## config.mk

```make
export PLATFORM = sky130hd
export DESIGN_NAME = csr_bus_bridge
export DESIGN_NICKNAME = d
export VERILOG_FILES = /design/src/rtl/csr_pkg.sv /design/src/rtl/csr_bus_bridge.sv
export SDC_FILE = /design/constraint.sdc
export NUM_CORES = 1
export LEC_CHECK = 0
export CAP_MARGIN = 25
export CORE_ASPECT_RATIO = 0.6
export CORE_MARGIN = 5
export CORE_UTILIZATION = 40
export DETAILED_ROUTE_END_ITERATION = 6
export GPL_ROUTABILITY_DRIVEN = 0
export HOLD_SLACK_MARGIN = 0.08
export PLACE_DENSITY = 0.81
export SYNTH_ARGS = -nofsm -noshare
export SYNTH_HDL_FRONTEND = slang
export SYNTH_SLANG_ARGS = --single-unit
```

## constraint.sdc

```tcl
create_clock -name sys_clk -period 4 [get_ports sys_clk]
set_input_delay 0.8 -clock sys_clk [delete_from_list [all_inputs] [get_ports sys_clk]]
set_output_delay 0.8 -clock sys_clk [all_outputs]
set_load 0.02 [all_outputs]
```

## src/rtl/csr_pkg.sv

```systemverilog
// Shared CSR bus definitions: bus widths, bridge FSM encodings and slave-select field.
package csr_pkg;

    localparam int CSR_AW = 15;
    localparam int CSR_DW = 32;

    // Upper bits of the CSR word address pick the slave; lower bits address within it.
    localparam int CSR_SEL_HI = 14;
    localparam int CSR_SEL_LO = 10;

    localparam logic [1:0] S_IDLE   = 2'd0;
    localparam logic [1:0] S_WRITE  = 2'd1;
    localparam logic [1:0] S_RDWAIT = 2'd2;
    localparam logic [1:0] S_ACK    = 2'd3;

    function automatic logic [CSR_SEL_HI-CSR_SEL_LO:0] csr_slave_sel(
        input logic [CSR_AW-1:0] addr
    );
        return addr[CSR_SEL_HI:CSR_SEL_LO];
    endfunction

endpackage

```

## src/rtl/csr_bus_bridge.sv

```systemverilog
// Wishbone slave to CSR bus initiator. One access at a time, every output registered.
module csr_bus_bridge
    import csr_pkg::*;
#(
    parameter int unsigned RD_LATENCY = 1
) (
    input  logic              sys_clk,
    input  logic              sys_rst,
    input  logic [31:0]       wb_adr_i,
    input  logic [31:0]       wb_dat_i,
    output logic [31:0]       wb_dat_o,
    input  logic              wb_cyc_i,
    input  logic              wb_stb_i,
    input  logic              wb_we_i,
    output logic              wb_ack_o,
    output logic [CSR_AW-1:0] csr_a,
    output logic              csr_we,
    output logic [CSR_DW-1:0] csr_do,
    input  logic [CSR_DW-1:0] csr_di
);

    if (RD_LATENCY < 1 || RD_LATENCY > 7) begin : g_bad_rd_latency
        $error("csr_bus_bridge: RD_LATENCY must be within 1..7");
    end

    // Address bits outside the word address are deliberately not decoded.
    logic unused_adr;
    assign unused_adr = ^{wb_adr_i[31:17], wb_adr_i[1:0]};

    logic [1:0]        state_q, state_d;
    logic [2:0]        cnt_q, cnt_d;
    logic [31:0]       dat_d;
    logic              ack_d;
    logic [CSR_AW-1:0] csr_a_d;
    logic              csr_we_d;
    logic [CSR_DW-1:0] csr_do_d;

    // Next-state and registered-output values for the access sequencer.
    always_comb begin
        state_d  = state_q;
        cnt_d    = cnt_q;
        dat_d    = wb_dat_o;
        ack_d    = wb_ack_o;
        csr_a_d  = csr_a;
        csr_we_d = 1'b0;
        csr_do_d = csr_do;
        case (state_q)
            S_IDLE: begin
                // ~wb_ack_o keeps a stalled strobe from being taken twice.
                if (wb_cyc_i && wb_stb_i && !wb_ack_o) begin
                    csr_a_d  = wb_adr_i[16:2];
                    csr_do_d = wb_dat_i;
                    if (wb_we_i) begin
                        csr_we_d = 1'b1;
                        state_d  = S_WRITE;
                    end else begin
                        cnt_d   = 3'(RD_LATENCY);
                        state_d = S_RDWAIT;
                    end
                end
            end
            S_WRITE: begin
                ack_d   = 1'b1;
                state_d = S_ACK;
            end
            S_RDWAIT: begin
                // Slave samples csr_a one edge after it is driven, so the count
                // runs down to zero before capture: capture edge is accept+1+RD_LATENCY.
                if (cnt_q == 3'd0) begin
                    dat_d   = csr_di;
                    ack_d   = 1'b1;
                    state_d = S_ACK;
                end else begin
                    cnt_d = cnt_q - 3'd1;
                end
            end
            S_ACK: begin
                ack_d   = 1'b0;
                state_d = S_IDLE;
            end
            default: state_d = S_IDLE;
        endcase
    end

    // State and output registers; reset clears everything asynchronously.
    always_ff @(posedge sys_clk or posedge sys_rst) begin
        if (sys_rst) begin
            state_q  <= S_IDLE;
            cnt_q    <= 3'd0;
            wb_dat_o <= 32'd0;
            wb_ack_o <= 1'b0;
            csr_a    <= '0;
            csr_we   <= 1'b0;
            csr_do   <= '0;
        end else begin
            state_q  <= state_d;
            cnt_q    <= cnt_d;
            wb_dat_o <= dat_d;
            wb_ack_o <= ack_d;
            csr_a    <= csr_a_d;
            csr_we   <= csr_we_d;
            csr_do   <= csr_do_d;
        end
    end

endmodule

```

==> After elaboration in Yosys (flattened, before gate mapping) <==
Index checks and enable logic that the tools add are counted.
{ "word_totals": {"word_cells": 40, "ff_bits": 86, "inputBits": 101, "memories": 0, "mem_bits_rw": 0, "latchBits": 0, "out_inout_bits": 81, "rom_bits": 0} }
{ "op_classes": {"muxes": 13, "multipliers": 0, "n_eq_ne": 7, "magnitude_cmp": 0, "n_reduce_logical": 12, "n_shift": 0, "bitwise": 0, "add_sub_neg": 1, "div": 0} }
{ "op_table": {"columns": ["op", "count"], "rows": [
  ["2-to-1 mux 3 bit", 3],
  ["!= test 2 bit, second input constant", 4],
  ["case mux 2 bit (4 select lines)", 1],
  ["AND reduction 2 bit", 4],
  ["2-to-1 mux 2 bit", 3],
  ["case mux 3 bit (2 select lines)", 1],
  ["== test 2 bit, second input constant", 2],
  ["2-to-1 mux 1 bit", 4],
  ["AND reduction 4 bit", 1],
  ["logical NOT 3 bit", 1],
  ["case mux 1 bit (3 select lines)", 1],
  ["nonzero test 3 bit", 1],
  ["subtractor 3 x 1 -> 3 bit, second input constant", 1],
  ["== test 2 x 1 -> 1 bit, second input constant", 1],
  ["logical AND 1 bit", 2],
  ["logical NOT 2 bit", 1],
  ["nonzero test 2 bit", 1],
  ["logical NOT 1 bit", 1]
]} }

==> Depth between registers and ports, before layout <==
Gate-level depths: netlist of run 1.
{ "depth": {"word_depth": 4, "ltp_mapped": 7, "mapped_depth_nobuf": 6} }

==> Worst setup path after synthesis of run 1 <==
Ideal clock, no wire load.
{ "synth_timing": {"path_kind": "reg-to-reg", "startpoint": "register cnt_q[0]", "endpoint": "register wb_dat_o[0]", "path_stages_with_launch": 7, "t_required_ps": 3875, "period_less_slack_ps": 1636, "setup_time_ps": 125, "t_arrival_ps": 1511, "n_path_buf": 1, "setup_slack_ps": 2364, "path_cell_list": "dfrtp_1 -> inv_1 -> ha_1 -> ha_1 -> nand2_2 -> buf_2 -> mux2_2"} }
{ "synth_between": {"elab_chain_cells": 2} }
{ "synth_rtl": {"columns": ["item", "line_no", "rtl"], "rows": [
  ["start: declaration", "csr_bus_bridge.sv:31", "logic [2:0] cnt_q, cnt_d;"],
  ["start signal: assignment", "csr_bus_bridge.sv:97", "cnt_q <= cnt_d;"],
  ["logical NOT 3 bit", "csr_bus_bridge.sv:69", "if (cnt_q == 3'd0) begin"],
  ["AND reduction 2 bit (no source line)", null, null],
  ["end signal: assignment", "csr_bus_bridge.sv:98", "wb_dat_o <= dat_d;"],
  ["end: declaration", "csr_bus_bridge.sv:11", "output logic [31:0] wb_dat_o,"]
]} }
Every way passes these cells.
A chain may end at the register's enable or synchronous reset.

==> Worst setup path after layout of run 1 <==
{ "layout_timing": {"startpoint": "input port wb_stb_i", "endpoint": "register csr_do[3]"} }
{ "layout_between": {"elab_chain_cells": 3} }
{ "layout_rtl": {"columns": ["item", "line_no", "rtl"], "rows": [
  ["start: declaration", "csr_bus_bridge.sv:13", "input logic wb_stb_i,"],
  ["logical AND 1 bit (2 in a row)", "csr_bus_bridge.sv:50", "if (wb_cyc_i && wb_stb_i && !wb_ack_o) begin"],
  ["AND reduction 2 bit (no source line)", null, null],
  ["end signal: assignment", "csr_bus_bridge.sv:102", "csr_do <= csr_do_d;"],
  ["end: declaration", "csr_bus_bridge.sv:18", "output logic [CSR_DW-1:0] csr_do,"]
]} }
Every way passes these cells.

==> summary.txt, run 1 <==
Outcome
  – Outcome: finished clean

Layout
  – Non-Filler Instances: 508
  – Post-route cell area: 0.00558 sq mm
  – ANT cells: 0
  – Area growth, synth to finish: 58.1%
  – Fraction of layout cells with a size suffix above 1: 0.250
  – Nets: 498

Logic synthesis
  – Post-synthesis instance total: 222
  – XOR/XNOR Fraction of Synth Area: 0
  – Ys async rst share: 1.00
  – Synth Area in Adders: 0.0213
  – Flops & latches, synth: 86
  – EDFF count, synth: 0
  – Largest family of logic cells by synthesized area: multiplexers
  – Ys Warns: 0
  – Compound-Gate Fraction of Synth Area: 0.0117
  – Register area share after synthesis: 0.610
  – Post-synthesis cell type count: 28
  – Synthesized cell area: 0.00353 sq mm
  – Avg Inst Size Synth: 15.9 sq um
  – Synthesized Nets: 329
  – Mux contribution to synthesized area: 0.284
  – Simple-gate share of the synthesized area: 0.0461
  – Top FF cell, synth: dfrtp_1

Timing
  – Setup slack after layout: 1590 ps
  – Slew @ Worst Pin: 815 ps
  – RSZ-0062 raised after global routing: no
  – Crit path time final: 2410 ps
  – Rel. slew slack: 0.455
  – Worst Skew: 4.72 ps
  – Max-slew violations: 0
  – Final critical-path share of the clock period: 0.602
  – Setup Total Neg Slack: 0 ps
  – Count of final hold-check violations: 0
  – Final setup violation count: 0
  – Fmax: 415 MHz

Power and ir drop
  – Pwr Total: 4.60 mW
  – Leakage: 2.46 nW
  – PwrDens: 825 mW/mm^2
  – VDD IR-drop max: 413 uV

Worst setup path
  – CP max stage cell: clkdlybuf4s50_1
  – Worst EP required: 4210 ps
  – CP Cell Sequence: clkdlybuf4s50_1 -> nand4b_4 -> buf_4 -> mux2_4
  – Crit Path Class: in -> reg
  – Worst setup SP type: input pin
  – Crit path DAT: 2620 ps
  – Critical Path Sink Type: flip-flop
  – Crit path largest cell delay: 550 ps
  – Worst-path maximum fanout: 28

Route
  – Drt drc: 0
  – Drt wl/cell: 17.2 um
  – Pre-antenna DRT Iters: 4
  – Via count: 2,423
  – Vias per inst: 4.77
  – DRT antenna net count: 0
  – Initial DRC Count: 61
  – Total Wirelength: 8750 um

Hold path
  – HP Class: reg -> reg

Floorplan
  – Die W: 131 um
  – Core Area: 0.00856 sq mm
  – Rows: 26
  – Die area: 0.0109 sq mm
  – Die H: 82.7 um
  – Initial core utilization: 0.412
  – Ports: 182

Clocking
  – Sink Count: 86
  – Cts hold-fix bufs: 0
  – CTS clk-pin slew, worst paths: 60 ps
  – Worst-skew pair later-pin latency: 330 ps
  – CTS tree: built
  – Post-CTS Setup Repair Bufs: 0
  – Clock buffer depth: 2
  – H-tree depth: 3
  – Post-CTS sizing: 0
  – Root buf cell: clkbuf_16
  – CTS buffer count: 9

Placement
  – Placed Cells: 491
  – Area post-placement: 0.00526 sq mm
  – PortBufs: 164
  – Pre-CTS setup slack: 1230 ps
  – HPWL after detailed placement: 6490 um

Global routing
  – Initial antenna violation count: 0
  – Vias in the first global route: 2,607
  – Total global-route track usage: 0.163
  – Largest net degree at the start of global routing: 55
  – Grt ovf: 0
  – First-pass GRT wire length: 13,800 um

Run
  – MaxCap Viol Count: 0
==> kinds of logic after synthesis <==
logic type | Yosys count
mux | 83
buf+inv | 17
compound gates | 7
flops | 86
fa+ha+maj | 6
simple gates | 23
==> path summary, 6_finish.rpt <==
kind,endpoint,cells past startpoint,slack [ps],startpoint
hold reg to reg,csr_a[5]$_DFFE_PP0P_,1,500,csr_a[5]$_DFFE_PP0P_
setup / recovery,csr_do[3]$_DFFE_PP0P_,4,1590,wb_stb_i
setup reg to reg,csr_do[3]$_DFFE_PP0P_,5,1630,state_q[0]$_DFFE_PP0P_
max in group asynchronous,csr_do[3]$_DFFE_PP0P_,4,2410,sys_rst
min in group asynchronous,csr_do[31]$_DFFE_PP0P_,2,710,sys_rst
hold / removal,csr_a[5]$_DFFE_PP0P_,1,500,csr_a[5]$_DFFE_PP0P_
==> metrics by stage <==
stage | util | hold slack, ps
after floorplan | - | 518
after global placement | 0.615 | 485
after detailed placement | 0.615 | 492
after CTS | 0.648 | 508
after global routing | 0.652 | 516
final | 0.652 | 504
==> routing by layer <==
layer / track usage / wire, um / vias up
li1: - / - / 1118
met4: 0.0405 / 49 / 0
met1: 0.208 / 3830 / 1186
met5: 0 / 0 / -
met3: 0.0860 / 1020 / 5
met2: 0.244 / 3850 / 114
==> cells in the final DEF, fill, tap and decap left out <==
cell type,synthesis,routed
o21ai_0,2,2
nand2b_1,1,1
nand4bb_1,1,1
and2b_1,1,1
clkdlybuf4s50_1,0,164
a21oi_1,3,3
mux2_2,60,60
nor4_1,1,1
mux2_4,19,19
o31ai_1,1,1
or3b_1,2,2
nor4b_1,1,1
nand2_1,1,1
ha_1,6,6
nor3b_1,2,2
nand2_2,1,1
buf_16,0,1
nand4_1,1,1
buf_4,0,3
nand3b_1,2,2
mux2i_1,4,4
dfrtp_1,86,86
clkbuf_1,1,3
clkinvlp_4,0,1
nor3_1,1,1
nor2_1,4,4
clkinv_2,0,3
inv_1,7,6
bufinv_16,0,1
o2111ai_1,1,1
nand3_1,3,3
nand4b_4,1,1
clkbuf_16,0,9
==> critical path: cells and delay by family <==
family | cells | cell delay [ps]
buf+inv | 2 | 1000
mux | 1 | 340
simple gates | 1 | 470
==> report_power, final <==
group,internal [mW],leakage [nW],switching [mW]
Clock,0.482,0.137,0.319
Sequential,1.30,1.03,0.229
Combinational,1.24,1.29,1.02
==> Yosys cell counts (2+ instances only) <==
| cell type | count | area (sq um) |
|---|---|---|
| mux2i_1 | 4 | 40.0 |
| mux2_4 | 19 | 285 |
| o21ai_0 | 2 | 10.0 |
| nand3_1 | 3 | 15.0 |
| a21oi_1 | 3 | 15.0 |
| nor2_1 | 4 | 15.0 |
| inv_1 | 7 | 26.3 |
| nand3b_1 | 2 | 15.0 |
| buf_6 | 3 | 33.8 |
| or3b_1 | 2 | 17.5 |
| dfrtp_1 | 86 | 2150 |
| nor3b_1 | 2 | 15.0 |
| ha_1 | 6 | 75.1 |
| buf_2 | 6 | 30.0 |
| mux2_2 | 60 | 676 |
==> registers in the layout, indices dropped and copies added (netlist names) <==
name and cells:
cnt_q 3, csr_a 15, csr_do 32, csr_we 1, state_q 2, wb_ack_o 1, wb_dat_o 32
==> final cells by class <==
class | count | area, sq um
clock buffers | 12 | 236
clock inverters | 4 | 47.5
fillers | 644 | 2980
inverters | 7 | 27.5
multi-input cells | 119 | 1280
flip-flops and latches | 86 | 2150
well taps | 112 | 140
repair buffers | 168 | 1690
(Power assumes the default switching activity.)
==> run 2, diff against run 1 <==
Settings changed: CORE_UTILIZATION 40 to 36, PLACE_DENSITY 0.81 to 0.77.
Clock period 4 ns to 2.2 ns, I/O delays scaled along.
==> summary.txt, run 2 (synthesized netlist as in run 1, its figures left out) <==
Layout
  – Area growth, synth to finish: 59.4% (was 58.1%)
  – Commonest cells after routing, fill and taps aside: clkdlybuf4s50_1, dfrtp_1, mux2_2 (unchanged)
  – Most common cell after layout, fill and taps aside: clkdlybuf4s50_1 (unchanged)
  – Non-Filler Instances: 530 (was 508)
  – Fill count: 765 (was 644)
  – ANT cells: 0 (unchanged)
  – Biggest regs: csr_do (32), wb_dat_o (32), csr_a (15) (unchanged)
  – Nets: 497 (was 498)
  – Fraction of layout cells with a size suffix above 1: 0.253 (was 0.250)

Hold path
  – HP Class: reg -> reg (unchanged)

Timing
  – Final setup violation count: 0 (unchanged)
  – Crit path time final: 1800 ps
  – Setup Total Neg Slack: 0 ps (unchanged)
  – Max-slew violations: 0 (unchanged)
  – Worst Skew: 8.13 ps (was 4.72 ps)
  – Fmax: 555 MHz
  – Slew @ Worst Pin: 457 ps (was 815 ps)
  – RSZ-0062 raised after global routing: no (unchanged)
  – Count of final hold-check violations: 0 (unchanged)
  – Final critical-path share of the clock period: 0.819
  – Rel. slew slack: 0.695 (was 0.455)

Global routing
  – Grt ovf: 0 (unchanged)
  – Largest net degree at the start of global routing: 87 (was 55)
  – First-pass GRT wire length: 13,400 um (was 13,800 um)
  – Vias in the first global route: 2,702 (was 2,607)
  – Total global-route track usage: 0.147 (was 0.163)
  – Initial antenna violation count: 0 (unchanged)

Floorplan
  – Die H: 86.7 um (was 82.7 um)
  – Die W: 138 um (was 131 um)
  – Die area: 0.0119 sq mm (was 0.0109 sq mm)
  – Rows: 28 (was 26)
  – Ports: 182 (unchanged)
  – Initial core utilization: 0.363 (was 0.412)
  – Core Area: 0.00970 sq mm (was 0.00856 sq mm)

Route
  – Vias per inst: 4.52 (was 4.77)
  – Total Wirelength: 8490 um (was 8750 um)
  – Via count: 2,394 (was 2,423)
  – Drt wl/cell: 16.0 um (was 17.2 um)
  – Pre-antenna DRT Iters: 4 (unchanged)
  – Drt drc: 0 (unchanged)
  – Initial DRC Count: 27 (was 61)
  – DRT antenna net count: 0 (unchanged)

Worst setup path
  – Crit path DAT: 2010 ps (was 2620 ps)
  – Worst EP required: 2410 ps (was 4210 ps)
  – CP Capture Point: csr_do[6]$_DFFE_PP0P_ (was csr_do[3]$_DFFE_PP0P_)
  – Critical Path Sink Type: flip-flop (unchanged)
  – Worst setup SP type: flip-flop (was input pin)
  – Crit Path Class: reg -> reg (was in -> reg)
  – Worst reg2reg setup slack: 400 ps (was 1630 ps)
  – Crit. Startpoint: state_q[1]$_DFFE_PP0P_ (was wb_stb_i)
  – Reg-to-reg endpoint: csr_do[6]$_DFFE_PP0P_ (was csr_do[3]$_DFFE_PP0P_)
  – Crit Reg-Reg Startpoint: state_q[1]$_DFFE_PP0P_ (was state_q[0]$_DFFE_PP0P_)
  – Worst-case reg-to-reg path depth: 5 (unchanged)
  – Worst-path maximum fanout: 48 (was 28)

Clocking
  – Clock buffer depth: 2 (unchanged)
  – Post-CTS sizing: 0 (unchanged)
  – H-tree depth: 3 (unchanged)
  – Worst-skew pair later-pin latency: 330 ps (about the same)
  – CTS buffer count: 9 (unchanged)
  – CTS tree: built (unchanged)
  – CTS clk-pin slew, worst paths: 60 ps (about the same)
  – Post-CTS Setup Repair Bufs: 0 (unchanged)
  – Cts hold-fix bufs: 0 (unchanged)
  – Root buf cell: clkbuf_16 (unchanged)
  – Sink Count: 86 (unchanged)

Placement
  – PortBufs: 164 (unchanged)
  – Placed Cells: 514 (was 491)
  – HPWL after detailed placement: 6270 um (was 6490 um)

Run
  – MaxCap Viol Count: 0 (unchanged)

Power and ir drop
  – PwrDens: 1480 mW/mm^2 (was 825 mW/mm^2)
  – Leakage: 2.45 nW (was 2.46 nW)
  – VDD IR-drop max: 807 uV (was 413 uV)

Outcome
  – Outcome: finished clean (unchanged)
## run 2: cell count changes in the layout (fill, tap and decap cells not counted), sizes merged
cell,previous run,this run
bufinv,1,0
clkinvlp,1,4
buf,4,3
clkinv,3,1
## run 2: through the flow
| stage | utilization | power [mW] | hold WS, ps | area, sq um | setup slack [ps] |
|---|---|---|---|---|---|
| after floorplan | - | 5.00 | 518 | 3530 | 564 |
| after global placement | 0.550 | 6.86 | 486 | 5330 | 341 |
| after detailed placement | 0.550 | 6.99 | 492 | 5330 | 313 |
| after CTS | 0.579 | 8.48 | 505 | 5620 | 387 |
| after global routing | 0.579 | 8.87 | 519 | 5620 | 281 |
| final | 0.579 | 8.34 | 504 | 5620 | 399 |
## run 2: power by group
group	switching, mW	internal (mW)	leakage (nW)
clock network	0.598	0.829	0.131
logic	1.87	2.27	1.29
registers	0.403	2.37	1.03
total	2.87	5.47	2.45
## run 2: worst max-delay path, stage by stage, from the launching register on
cell	delay, ps
dfrtp_1	400
inv_1	110
ha_1	440
nand4b_4	150
buf_12	230
mux2_4	330
## run 2: area by class of cell
cell class / instances / area [sq um] / share of cell area
Sequential cell: 86 / 2150 / 0.383
Timing Repair Buffer: 167 / 1700 / 0.303
Multi-Input combinational cell: 119 / 1280 / 0.228
Clock buffer: 12 / 256 / 0.0456
Tap cell: 135 / 169 / 0.0301
Clock inverter: 4 / 31.3 / 0.00557
Inverter: 7 / 30.0 / 0.00534
## run 2: worst min path at each step
stage	cells after the start	slack [ps]	end	from
3_3_place_gp	1	490	wb_dat_o[13]$_DFFE_PP0P_	wb_dat_o[13]$_DFFE_PP0P_
6_report	1	500	wb_dat_o[31]$_DFFE_PP0P_	wb_dat_o[31]$_DFFE_PP0P_
2_1_floorplan	2	520	cnt_q[1]$_DFFE_PP0P_	cnt_q[1]$_DFFE_PP0P_
5_1_grt	1	520	csr_do[11]$_DFFE_PP0P_	csr_do[11]$_DFFE_PP0P_
3_5_place_dp	1	490	wb_dat_o[29]$_DFFE_PP0P_	wb_dat_o[29]$_DFFE_PP0P_
4_1_cts	1	510	wb_dat_o[29]$_DFFE_PP0P_	wb_dat_o[29]$_DFFE_PP0P_
## run 2: per-layer routing
| layer | wire length (um) | share of wire | global-route usage | vias to the layer above |
|---|---|---|---|---|
| li1 | - | - | - | 1119 |
| met1 | 3520 | 0.42 | 0.174 | 1145 |
| met2 | 3580 | 0.42 | 0.221 | 121 |
| met3 | 1290 | 0.15 | 0.0963 | 9 |
| met4 | 90 | 0.011 | 0.0404 | 0 |
| met5 | 0 | 0 | 0 | - |
